===== config.mk =====
export PLATFORM = sky130hd
export DESIGN_NAME = if_prefetch_buffer
export DESIGN_NICKNAME = d
export VERILOG_FILES = /design/src/rtl/if_prefetch_buffer.sv
export SDC_FILE = /design/constraint.sdc
export NUM_CORES = 1
export LEC_CHECK = 0
export BUFFER_PORTS_ARGS = -buffer_cell sky130_fd_sc_hd__buf_2
export CAP_MARGIN = 20
export CELL_PAD_IN_SITES_DETAIL_PLACEMENT = 1
export CELL_PAD_IN_SITES_GLOBAL_PLACEMENT = 1
export CORE_ASPECT_RATIO = 0.75
export CORE_UTILIZATION = 34
export CTS_CLUSTER_DIAMETER = 50
export CTS_CLUSTER_SIZE = 25
export DETAILED_ROUTE_END_ITERATION = 10
export MAX_ROUTING_LAYER = met4
export PLACE_DENSITY = 0.72
export SETUP_SLACK_MARGIN = 0.4
export SYNTH_ARGS = -nofsm -noshare
export SYNTH_HDL_FRONTEND = slang
export SYNTH_SLANG_ARGS = --single-unit

===== constraint.sdc =====
create_clock -name clk -period 4 [get_ports clk]
set_clock_uncertainty 0.1 [all_clocks]
set_input_delay 0 -clock clk [delete_from_list [all_inputs] [get_ports clk]]
set_output_delay 0 -clock clk [all_outputs]
set_load 0.01 [all_outputs]

===== src/rtl/if_prefetch_buffer.sv =====
// if_prefetch_buffer: instruction prefetch FIFO between imem and decode; `IF_FIFO_DEPTH4_EN selects 4 entries instead of 2
module if_prefetch_buffer #(
  parameter logic [31:0] BOOT_ADDR = 32'h8000_0000
) (
  input  logic        clk,
  input  logic        rst_n,
  input  logic        redirect_i,
  input  logic [31:0] redirect_pc_i,
  output logic        imem_req_o,
  output logic [31:0] imem_addr_o,
  input  logic        imem_gnt_i,
  input  logic        imem_rvalid_i,
  input  logic [31:0] imem_rdata_i,
  output logic        instr_valid_o,
  output logic [31:0] instr_o,
  output logic [31:0] instr_pc_o,
  input  logic        instr_ready_i
);
`ifdef IF_FIFO_DEPTH4_EN
  localparam int DEPTH = 4;
`else
  localparam int DEPTH = 2;
`endif
  localparam int AW = $clog2(DEPTH);
  typedef enum logic [1:0] {S_REQ, S_WAIT, S_DISCARD} state_e;
  state_e state_q, state_d;
  logic [31:0] fetch_pc_q, fetch_pc_d, issued_pc_q;
  logic [31:0] fifo_pc_q [DEPTH];
  logic [31:0] fifo_instr_q [DEPTH];
  logic [AW-1:0] rd_ptr_q, wr_ptr_q;
  logic [AW:0] cnt_q;
  logic fifo_valid, pop, push, room, gnt_acc;
  assign fifo_valid = rst_n && cnt_q != '0;
  assign pop = fifo_valid & instr_ready_i;
  assign room = cnt_q != (AW+1)'(DEPTH) || pop;
  assign gnt_acc = imem_req_o & imem_gnt_i;
  assign push = state_q == S_WAIT && imem_rvalid_i && !redirect_i;
  assign fetch_pc_d = redirect_i ? {redirect_pc_i[31:2], 2'b00} : gnt_acc ? fetch_pc_q + 32'd4 : fetch_pc_q;
  // FSM state register
  always_ff @(posedge clk)
    if (!rst_n) state_q <= S_REQ;
    else state_q <= state_d;
  // next state: a redirect with a response still owed forces DISCARD
  always_comb begin
    state_d = state_q;
    state_d = state_q == S_REQ ? (gnt_acc ? (redirect_i ? S_DISCARD : S_WAIT) : S_REQ) :
              imem_rvalid_i ? S_REQ : redirect_i ? S_DISCARD : state_q;
  end
  // outputs: everything forced to idle values while reset is held
  always_comb begin
    imem_req_o = rst_n && state_q == S_REQ && room;
    imem_addr_o = rst_n ? fetch_pc_q : BOOT_ADDR;
    instr_valid_o = fifo_valid;
    instr_o = fifo_valid ? fifo_instr_q[rd_ptr_q] : 32'h0000_0013;
    instr_pc_o = fifo_valid ? fifo_pc_q[rd_ptr_q] : 32'h0;
  end
  // fetch pointer and FIFO bookkeeping; redirect flushes the FIFO
  always_ff @(posedge clk)
    if (!rst_n) begin
      fetch_pc_q <= BOOT_ADDR;
      rd_ptr_q <= '0;
      wr_ptr_q <= '0;
      cnt_q <= '0;
    end else begin
      fetch_pc_q <= fetch_pc_d;
      rd_ptr_q <= redirect_i ? '0 : rd_ptr_q + AW'(pop);
      wr_ptr_q <= redirect_i ? '0 : wr_ptr_q + AW'(push);
      cnt_q <= redirect_i ? '0 : cnt_q + (AW+1)'(push) - (AW+1)'(pop);
    end
  // remember the address of the granted request and store returned words
  always_ff @(posedge clk) begin
    if (gnt_acc) issued_pc_q <= fetch_pc_q;
    if (push) begin
      fifo_pc_q[wr_ptr_q] <= issued_pc_q;
      fifo_instr_q[wr_ptr_q] <= imem_rdata_i;
    end
  end
endmodule


* Yosys cells after proc, flatten, opt, wreduce, memory -nomap -nowiden
Memory sizes are Yosys's and may differ from the RTL's. A register that Yosys moved wholly into a read port is not among the register bits.
Cells that the tools add are included.
** Storage, ports and cells
- Bits of input ports :: 70
- Bits in registers :: 70
- Bits in writable memories :: 128
- Memories kept :: 2
- Word-level logic and storage cells :: 45
- Output and inout port bits :: 98
** Operators by class
- Eq/ne operators :: 2
- Add/sub/neg operators :: 5
- Muxes and demuxes :: 14
- Reduce and logical (&&, ||, !) cells :: 12
- Bitwise operators :: 3
** Memories
- fifo_instr_q :: words 2, bits a word 32, read ports 1, clocked after Yosys merged registers in 1, wr ports 1, line 29 : logic [31:0] fifo_instr_q [DEPTH];
- fifo_pc_q :: words 2, bits a word 32, read ports 1, clocked after Yosys merged registers in 1, wr ports 1, line 28 : logic [31:0] fifo_pc_q [DEPTH];
** Operators by type and width (number)
- 2-to-1 mux 32 bit :: 5
- adder 32 x 3 -> 32 bit (second input constant) :: 1
- 2-to-1 mux 2 bit :: 5
- logical AND 1 bit :: 5
- 2-to-1 mux 1 bit :: 4
- nonzero test 2 bit :: 2
- nonzero test 3 bit :: 1
- adder 1 bit :: 2
- adder 2 x 1 -> 2 bit :: 1
- bitwise AND 1 bit :: 2
- == test 2 x 1 -> 1 bit (second input constant) :: 1
- logical NOT 2 bit :: 1
- != test 2 bit (second input constant) :: 1
- OR reduction 2 bit :: 1
- subtractor 2 x 1 -> 2 bit :: 1
- logical NOT 1 bit :: 1
- logical OR 1 bit :: 1
- NOT 1 bit :: 1

* Logic depth before layout (Yosys ltp)
Gate-level depths: netlist of run 1.
- Depth in word-level cells :: 8
- Gate-level depth with buffers :: 10
- Mapped depth without buffers :: 9

* Worst setup path before layout of run 1
No wires, ideal clock.
- Kind :: input-to-reg
- From :: in redirect_i
- To :: mem fifo_instr_q[1][0] (enable)
- Setup slack :: 1126 ps
- Buffers on the path :: 2
- Required time :: 3473 ps
- Stages on the path :: 6
- Arrival :: 2348 ps
- Setup time :: 427 ps
- Cells stage by stage :: inv_1 -> clkbuf_1 -> buf_1 -> nand4b_1 -> inv_1 -> ha_1
** Between the ends
- Word-level cells in the longest chain between the ends :: 4
** RTL lines
- start: declaration :: line 7 : input logic redirect_i,
- logical NOT 1 bit :: line 37 : assign push = state_q == S_WAIT && imem_rvalid_i && !redirect_i;
- logical AND 1 bit :: line 37
- 2-to-1 mux 1 bit :: line 73 : if (push) begin
- 2-to-1 mux 1 bit (implied by the code) :: line 75 : fifo_instr_q[wr_ptr_q] <= imem_rdata_i;
- end: declaration :: line 29
Every way passes these cells.

* Final worst setup path of run 1
- From :: reg state_q[1]
- To :: reg fetch_pc_q[27]
** Between the ends
- Word-level cells in the longest chain between the ends :: 5
** RTL lines
- start: declaration :: line 26 : state_e state_q, state_d;
- start signal: assignment :: line 42 : else state_q <= state_d;
- logical NOT 2 bit :: line 51 : imem_req_o = rst_n && state_q == S_REQ && room;
- logical AND 1 bit (2 in series) :: line 51
- bitwise AND 1 bit :: line 36 : assign gnt_acc = imem_req_o & imem_gnt_i;
- nonzero test 2 bit (no line)
- end signal: assignment :: line 65 : fetch_pc_q <= fetch_pc_d;
- end: declaration :: line 27 : logic [31:0] fetch_pc_q, fetch_pc_d, issued_pc_q;
Every way passes these cells.
A chain may end at the register's enable or synchronous reset.

==> results of run 1 <==
## state kept, by name, indices dropped and copies added, names as in the netlist
name	flops
fifo_pc_q	60
wr_ptr_q	1
cnt_q	2
fifo_instr_q	64
fetch_pc_q	30
issued_pc_q	30
state_q	2
rd_ptr_q	1
## power by group through the flow
| stage | Sequential [mW] | Clock, mW | Combinational [mW] |
|---|---|---|---|
| 6_report | 2.23 | 1.63 | 0.232 |
| 3_5_place_dp | 2.27 | 0 | 0.171 |
| 3_3_place_gp | 2.27 | 0 | 0.167 |
| 2_1_floorplan | 2.25 | 0 | 0.0976 |
| 5_1_grt | 2.23 | 1.75 | 0.252 |
| 4_1_cts | 2.23 | 1.68 | 0.229 |
## path summary, 6_finish.rpt
path,end,slack [ns],cells after the start
max,fetch_pc_q[27],0.95,8
max reg2reg,fetch_pc_q[27],0.95,8
min,fetch_pc_q[28],0.12,4
min reg2reg,fifo_pc_q[1][6],0.35,0
## tightest hold or removal path: cells and delay by family
kind	cells	cell delay, ns
compound gates	3	0.38
buf+inv	1	0.22
## routing by layer
layer	GRT usage [%]	vias to the layer above
li1	-	2553
met1	22.2	2667
met4	4.55	0
met2	29.7	163
met3	4.17	14
met5	-	-
## logic make-up after synthesis
logic type	synth area share (%)
DFF	68.7
xor gates and xnor gates	3.04
AOI/OAI and AO/OA	4.50
and+or+nand+nor	12.3
other	0.0482
adders and majority gates	0.804
buffers and inverters	2.27
muxes	8.38
## layout by cell type (no fill, tap or decap), types with 17 or more instances in the layout
| cell | n |
|---|---|
| o21ai_0 | 22 |
| dlygate4sd3_1 | 72 |
| nand4_1 | 17 |
| and2_1 | 31 |
| mux2i_1 | 64 |
| buf_2 | 161 |
| a21oi_1 | 25 |
| clkbuf_16 | 17 |
| dfxtp_1 | 35 |
| edfxtp_1 | 154 |
| nor2_1 | 76 |
## metrics by stage
step,instances,instance area [um2]
after floorplan,577,7790
after global placement,1003,8900
after detailed placement,1003,8900
after CTS,1107,10200
after global routing,1107,10200
final,1107,10200
## layout make-up
type                    instances  area [um2]  area share [%]
clock buffers                  19         433            4.25
clock inverters                13         126            1.24
inverters                       8        30.0           0.295
multi-input cells             345        2310            22.7
flip-flops and latches        190        5350            52.6
well taps                     294         368            3.61
repair buffers                238        1560            15.4
==> out/metrics.yaml, run 1 <==
vias: 5397
met3_length_um: 1020
grt.total_usage_pct: 18.0
clock-root-buffer: "clkbuf_16"
fin_crit_ns: 3.05
start_util_pct: 35.0
p_int_mw: 3.17
wl_um: 20200
synthTopCellsByArea: "edfxtp_1, dfxtp_1, mux2i_1, nor2_1, and2_1"
cts-resized-gates: 0
vias_per_cell: 4.88
hold_ws_ns: 0.118
wl_met2_um: 10000
slew_viol_final: 0
clock_power_share_pct: 39.8
grt_max_degree: 63
die_h_um: 133
final_util_pct: 45.8
synth_top_area_cell: "edfxtp_1"
critPathCaptureType: "flop"
nNetsFinal: 875
core_area_mm2: 0.0222
ys_async_sr_fraction_pct: 0
relSlewSlack_pct: 29.5
p_leak_nw: 3.77
hold_viol: 0
worstHoldStart: "redirect_i"
slowest_delay_ns: 0.79
place_congestion: 0.764
netlist.area_leader.share_pct: 59.4
first_iter_violations: 278
area_delta_synth_final_pct: 30.8
first_pass_iters: 4
crit_family: "buffers and inverters"
p_seq_share_pct: 54.5
path_buf_inv: 3
worst_slew_pin_slew_ns: 1.06
fin_crit_sh_pct: 76.2
grt_pass1_wl_um: 30800
pre_cts_slack_ns: 1.41
post-cts-setup-buffer-count: 0
start_kind: "flop"
report.power.total_mw: 4.09
tns_ns: 0
hold_path.class: "in2reg"
synth-seq-area-share_pct: 68.7
setup_viol: 0
clk_transition_reported_paths_ns: 0.07
swShare_pct: 22.4
grt_pass1_vias: 5574
numCtsBuffers: 17
synth_seq_cells: 190
ys_warn_count: 0
ir_drop_uv: 235
netlist-cell-type-count: 45
cp_slowest_cell: "inv_2"
cts_tree: "done"
cts_buffer_depth: 2
gr-total-overflow: 0
synth.most_common_cell: "edfxtp_1"
crit_arrival_ns: 3.27
cellPowerDensity_mw_per_mm2: 402
r2r_start: "state_q[1]"
synthesis.area_mm2: 0.00778
antenna_cells: 0
fp.dieArea_mm2: 0.0235
cts_hold_buf: 72
top_layer_used: "met4"
rows: 47
criticalPathCategory: "reg2reg"
dp_hpwl_um: 12000
synth_flop_cell: "edfxtp_1"
wire_per_inst_um: 18.3
layout-drive-gt1-share_pct: 25.7
worst_skew_pair.late_latency_ns: 0.43
crit_chain: "and4bb_2 > nand2_1 > buf_4 > inv_2 > nor2_1 > a211oi_1 > o21ai_0 > dlygate4sd3_1"
rsz0062_at_grt: "false"
grt_antenna_before_repair: 0
status: "complete, no violations"
cts.sinks: 190
avgSynthCellArea_um2: 13.6
fmax_mhz: 328
top_level_ports: 168
critPathRequiredTime_ns: 4.22
synthCells: 574
drcViolationCount: 0
ctsHtreeMaxLevel: 4
synth_enable_flop_cells: 154
die_x_um: 177
p_switching_mw: 0.917
drv_cap: 0
antenna_left: 0
fillers: 2355
setup_slack_ns: 0.951
ys_top_cells_by_count: "edfxtp_1, nor2_1, mux2i_1"
p_comb_share_pct: 5.7
io_buffers: 161
crit_fanout: 50
wl_met1_um: 9010
crit_path_start: "state_q[1]"
Note: power is estimated with default switching activity, not from simulation.
==> run 2: changes to the inputs <==
Settings changed: ABC_AREA from default to 1, PLACE_DENSITY 0.72 to 0.75.
Clock period 4 ns to 3.07 ns, I/O delays scaled along.
==> out/metrics.yaml, run 2 <==
criticalPathCategory: "reg2reg"
regToRegSetupSlack_ns: 0.76  # -0.19 ns
cts_buffer_depth: 2  # unchanged
whs_endpoint: "fetch_pc_q[18]"
cellPowerDensity_mw_per_mm2: 484  # +20%
post-cts-setup-buffer-count: 0  # unchanged
rows: 50  # +6.4%
synthCells: 1007  # +75%
p_leak_nw: 5.48  # +45%
drv_cap: 0  # unchanged
synth-seq-area-share_pct: 60.3  # -8.4 points
netlist-cell-type-count: 35  # -22%
setup_viol: 0  # unchanged
critPathRequiredTime_ns: 3.33  # -0.89 ns
fillers: 2992  # +27%
die_h_um: 142  # +6.6%
final_common_cell: "nand2_1"
r2r_start: "cnt_q[1]"
fin_cells: 1581  # +43%
crit_fanout: 2  # -96%
hold_depth: 5  # +1
cts_hold_buf: 66  # -8.3%
reg.largest.list: "fifo_instr_q (64), fifo_pc_q (60)"
place_congestion: 0.795  # +4.0%
ir_drop_uv: 392  # +67%
final_cell_mix: "nand2_1, buf_2, edfxtp_1"
slew_viol_final: 0  # unchanged
report.power.total_mw: 5.48  # +34%
dp_cells: 1483  # +48%
synth_seq_cells: 190  # unchanged
ctsHtreeMaxLevel: 4  # unchanged
design_area_mm2: 0.0113  # +11%
hold_path.class: "in2reg"
fmax_mhz: 434  # +32%
antenna_left: 0  # unchanged
synth_top_area_cell: "edfxtp_1"
wire_per_inst_um: 15.7  # -14%
nNetsFinal: 1305  # +49%
drcViolationCount: 0  # unchanged
layout-drive-gt1-share_pct: 19.8  # -5.9 points
final_util_pct: 44.8  # -0.97 points
hold_ws_ns: 0.0229  # -0.0954 ns
grt_pass1_wl_um: 38700  # +26%
ys_async_sr_fraction_pct: 0  # unchanged
largest_register: "fifo_instr_q"
area_delta_synth_final_pct: 27.7
ys_top_cells_by_count: "nand2_1, edfxtp_1, inv_1"
largest_reg_flops: 64  # unchanged
top_layer_used: "met4"
critPathCaptureType: "flop"
grt.total_usage_pct: 19.5  # +1.5 points
met3_length_um: 975  # -4.1%
die_x_um: 188  # +6.7%
ys_warn_count: 0  # unchanged
r2r_cells: 10  # +2
io_buffers: 161  # unchanged
antenna_cells: 0  # unchanged
cts.sinks: 190  # unchanged
first_iter_violations: 280  # +0.72%
grt_antenna_before_repair: 0  # unchanged
synth_flop_cell: "edfxtp_1"
fin_crit_sh_pct: 75.1  # -1.1 points
relSlewSlack_pct: 49.7  # +20 points
vias_per_cell: 4.57  # -6.4%
crit_family: "buffers and inverters"
crit_arrival_ns: 2.57  # -0.70 ns
hold_viol: 0  # unchanged
cpMostUsedCell: "inv_1"
top_level_ports: 168  # unchanged
wl_met2_um: 12000  # +19%
place_area_mm2: 0.0101  # +13%
avgSynthCellArea_um2: 8.80  # -35%
clock-root-buffer: "clkbuf_16"
rsz0062_at_grt: "false"
slowest_delay_ns: 0.59  # -0.20 ns
fp.dieArea_mm2: 0.0267  # +14%
path_buf_inv: 4  # +1
clk_transition_reported_paths_ns: 0.07  # about the same
status: "complete, no violations"
tns_ns: 0  # unchanged
netlist.area_leader.share_pct: 52.2  # -7.3 points
dp_hpwl_um: 16600  # +38%
synth_enable_flop_cells: 154  # unchanged
start_util_pct: 35.1  # +0.075 points
cp_slowest_cell: "dlygate4sd3_1"
reg2reg_to: "cnt_q[1]"
worstHoldStart: "imem_gnt_i"
worst_slew_pin_slew_ns: 0.754  # -0.302 ns
pre_cts_slack_ns: 0.822  # -0.585 ns
worst_skew_pair.late_latency_ns: 0.43  # about the same
setup_slack_ns: 0.764  # -0.187 ns
synth.most_common_cell: "nand2_1"
synthesis.area_mm2: 0.00886  # +14%
wl_met1_um: 11600  # +29%
gr-total-overflow: 0  # unchanged
core_area_mm2: 0.0253  # +14%
numCtsBuffers: 17  # unchanged
grt_pass1_vias: 7457  # +34%
wl_um: 24800  # +23%
synthTopCellsByArea: "edfxtp_1, nand2_1, dfxtp_1, inv_1, nand3_1"
vias: 7218  # +34%
fin_crit_ns: 2.31  # -0.743 ns
crit_chain: "inv_1 > nand2_1 > nand3_1 > dlygate4sd3_1 > inv_1 > ha_1 > inv_1 > ha_1 > or2_2 > a21oi_1"
grt_max_degree: 64  # +1.6%
first_pass_iters: 5  # +1
cts-resized-gates: 0  # unchanged
start_kind: "flop"
cts_tree: "done"
-- run 2: cell families (layout without fill, tap and decap cells) --
| group | count (synthesis) | count (layout) | share of synthesized area (%) |
|---|---|---|---|
| and+or+nand+nor | 562 | 562 | 26.1 |
| buffers and inverters | 195 | 428 | 8.81 |
| DFF | 190 | 190 | 60.3 |
| AOI/OAI and AO/OA | 41 | 41 | 2.65 |
| xor gates and xnor gates | 13 | 13 | 1.37 |
| adders and majority gates | 5 | 5 | 0.706 |
| other | 1 | 4 | 0.0423 |
-- run 2: worst reg2reg max path, cell delays in order, from the launching register on --
cell           delay [ns]
dfxtp_1              0.33
inv_1                0.07
nand2_1              0.06
nand3_1              0.09
dlygate4sd3_1        0.59
inv_1                0.08
ha_1                 0.28
inv_1                0.04
ha_1                 0.18
or2_2                0.29
a21oi_1              0.13
-- run 2: power breakdown --
group | internal, mW | switching (mW)
clock network | 1.17 | 1.06
logic | 0.157 | 0.194
registers | 2.84 | 0.0630
-- run 2: layer usage --
metal | global-route usage [%] | vias up
li1 | - | 3560
met1 | 24.3 | 3479
met2 | 33.1 | 160
met3 | 3.17 | 19
met4 | 4.63 | 0
met5 | - | -
-- run 2: cell type report --
class                           count  area, um2  share of cell area (%)
Clock inverter                     15        171                    1.51
Inverter                          155        587                    5.18
Tap cell                          338        423                    3.73
Clock buffer                       17        425                    3.76
Timing Repair Buffer              241       1600                    14.1
Multi-Input combinational cell    625       2780                    24.5
Sequential cell                   190       5350                    47.2
-- run 2: how the worst max path moves through the flow --
stage	from	end	cells past startpoint
2_1_floorplan	redirect_i	fifo_instr_q[1][0]	4
3_3_place_gp	cnt_q[0]	fetch_pc_q[3]	9
3_5_place_dp	cnt_q[1]	fetch_pc_q[10]	9
4_1_cts	cnt_q[1]	cnt_q[1]	10
5_1_grt	cnt_q[1]	cnt_q[1]	10
6_report	cnt_q[1]	cnt_q[1]	10
==> run 3: changes to the inputs <==
Settings changed: ABC_AREA 1 to 0, PLACE_DENSITY 0.75 to 0.72.
Clock period 3.07 ns to 2.2 ns, I/O delays scaled along.
==> out/metrics.yaml, run 3 (synthesis results as in run 1) <==
reg2reg_to: "fetch_pc_q[31]"
cts_buffer_depth: 2  # unchanged
fin_cells: 1156  # -27%
grt_max_degree: 60  # -6.3%
regToRegSetupSlack_ns: 0.35  # -0.41 ns
wire_per_inst_um: 18.0  # +15%
drv_cap: 0  # unchanged
fin_crit_ns: 1.85  # -0.461 ns
core_area_mm2: 0.0222  # -12%
slew_viol_final: 0  # unchanged
dp_hpwl_um: 13100  # -21%
p_seq_share_pct: 53.5  # +0.6 points
dp_cells: 1023  # -31%
largest_reg_flops: 64  # unchanged
setup_viol: 0  # unchanged
critical_path.endpoint: "fetch_pc_q[31]"
die_x_um: 177  # -6.3%
vias_per_cell: 4.74  # +3.8%
fin_crit_sh_pct: 83.9  # +8.7 points
cts.sinks: 190  # unchanged
wl_um: 20900  # -16%
tns_ns: 0  # unchanged
criticalPathCategory: "reg2reg"
numCtsBuffers: 17  # unchanged
top_level_ports: 168  # unchanged
rows: 47  # -6.0%
relSlewSlack_pct: 62.4  # +13 points
ctsHtreeMaxLevel: 4  # unchanged
final_cell_mix: "buf_2, edfxtp_1, dlygate4sd3_1"
io_buffers: 161  # unchanged
first_iter_violations: 237  # -15%
critPathRequiredTime_ns: 2.41  # -0.92 ns
grt_pass1_vias: 5782  # -22%
place_congestion: 0.773  # -2.7%
cts_tree: "done"
worst_slew_pin_slew_ns: 0.565  # -0.189 ns
r2r_start: "fetch_pc_q[14]"
clock_power_share_pct: 39.7  # -0.9 points
fmax_mhz: 542  # +25%
status: "complete, no violations"
p_switching_mw: 1.73  # +31%
reg.largest.list: "fifo_instr_q (64), fifo_pc_q (60)"
final_common_cell: "buf_2"
grt_pass1_wl_um: 31700  # -18%
start_kind: "flop"
p_int_mw: 5.81  # +40%
fp.dieArea_mm2: 0.0235  # -12%
die_h_um: 133  # -6.2%
clock-root-buffer: "clkbuf_16"
r2r_cells: 5  # -5
grt.total_usage_pct: 18.5  # -0.98 points
swShare_pct: 22.9  # -1.1 points
hold_path.class: "in2reg"
drcViolationCount: 0  # unchanged
worst_skew_pair.late_latency_ns: 0.43  # about the same
clk_transition_reported_paths_ns: 0.07  # about the same
crit_path_start: "fetch_pc_q[14]"
antenna_cells: 0  # unchanged
largest_register: "fifo_instr_q"
gr-total-overflow: 0  # unchanged
ir_drop_uv: 538  # +37%
critPathCaptureType: "flop"
crit_fanout: 6  # +4
area_delta_synth_final_pct: 39.3
cellPowerDensity_mw_per_mm2: 696  # +44%
p_leak_nw: 4.07  # -26%
antenna_left: 0  # unchanged
fillers: 2351  # -21%
vias: 5478  # -24%
crit_arrival_ns: 2.05  # -0.52 ns
first_pass_iters: 5  # unchanged
hold_viol: 0  # unchanged
start_util_pct: 35.0  # -0.075 points
grt_antenna_before_repair: 0  # unchanged
p_comb_share_pct: 6.7  # +0.3 points
nNetsFinal: 924  # -29%
rsz0062_at_grt: "true"
layout-drive-gt1-share_pct: 34.0  # +14 points
==> run 3: cell types whose count changed in the layout (fill, tap and decap cells not counted), sizes merged, moves of 6 or more <==
cell / before / now
nand2: 443 / 13
inv: 162 / 14
mux2i: 0 / 64
buf: 175 / 209
nand3: 47 / 13
and2: 1 / 31
nand4: 1 / 18
o21ai: 9 / 23
nor2: 64 / 76
dlygate4sd3: 66 / 77
and3: 0 / 9
xor2: 8 / 16
a21oi: 32 / 25
xnor2: 5 / 11
==> run 3: final cells by class <==
class	count	area, um2	area share [%]
Sequential cell	190	5410	49.9
Multi-Input combinational cell	345	2430	22.4
Timing Repair inverter	1	8.76	0.0808
Clock inverter	13	130	1.20
Tap cell	294	368	3.39
Clock buffer	19	433	3.99
Inverter	8	42.5	0.392
Timing Repair Buffer	286	2010	18.6
==> run 3: worst min path at each step <==
| stage | cells after the start | slack, ns | to | start |
|---|---|---|---|---|
| after global routing | 4 | 0.07 | fetch_pc_q[16] | rst_n |
| after detailed placement | 1 | 0.09 | fifo_instr_q[0][3] | imem_rdata_i[3] |
| after CTS | 4 | 0.02 | fetch_pc_q[15] | rst_n |
| final | 4 | 0.06 | fetch_pc_q[15] | rst_n |
| after floorplan | 0 | -0.001 | fifo_instr_q[0][0] | imem_rdata_i[0] |
| after global placement | 1 | 0.09 | fifo_instr_q[1][3] | imem_rdata_i[3] |
==> run 3: power groups by stage <==
| stage | clock network, mW | registers (mW) | logic [mW] |
|---|---|---|---|
| finish | 3.00 | 4.04 | 0.509 |
| global placement | 0 | 4.12 | 0.333 |
| floorplan | 0 | 4.09 | 0.182 |
| detailed placement | 0 | 4.13 | 0.343 |
| CTS | 3.06 | 4.04 | 0.474 |
| global route | 3.21 | 4.05 | 0.550 |
==> run 3: what timing repair did <==
item                       CTS  global route
hold endpoints to repair    97             0
buffers inserted            10            13
pin swaps                    7             8
setup endpoints to repair  115           181
gates resized for setup     29            29
cloned                       0             1
hold buffers                77             0
==> run 3: layer usage <==
| metal | vias to the layer above | track usage [%] | routed length (um) |
|---|---|---|---|
| met5 | - | - | 0 |
| met4 | 0 | 5.84 | 263 |
| met3 | 18 | 3.88 | 754 |
| met2 | 145 | 30.2 | 10500 |
| met1 | 2662 | 22.9 | 9350 |
| li1 | 2653 | - | - |
==> run 3: worst max-delay path: stages, from the launching register on <==
cell and delay [ns]:
dfxtp_2 0.39, nand3_1 0.15, or4_4 0.58, nor4_4 0.25, xnor2_1 0.17, o211ai_2 0.09
==> run 3: stage by stage <==
stage          hold slack [ns]  util [%]  worst slack [ns]  cell area, um2  power (mW)
2_1_floorplan         -0.00113         -             0.401            7870        4.28
3_3_place_gp            0.0873      41.1             0.175            9140        4.46
3_5_place_dp            0.0915      41.1             0.120            9140        4.47
4_1_cts                 0.0167      47.7             0.382           10600        7.57
5_1_grt                 0.0675      48.8             0.272           10800        7.80
6_report                0.0552      48.8             0.355           10800        7.54
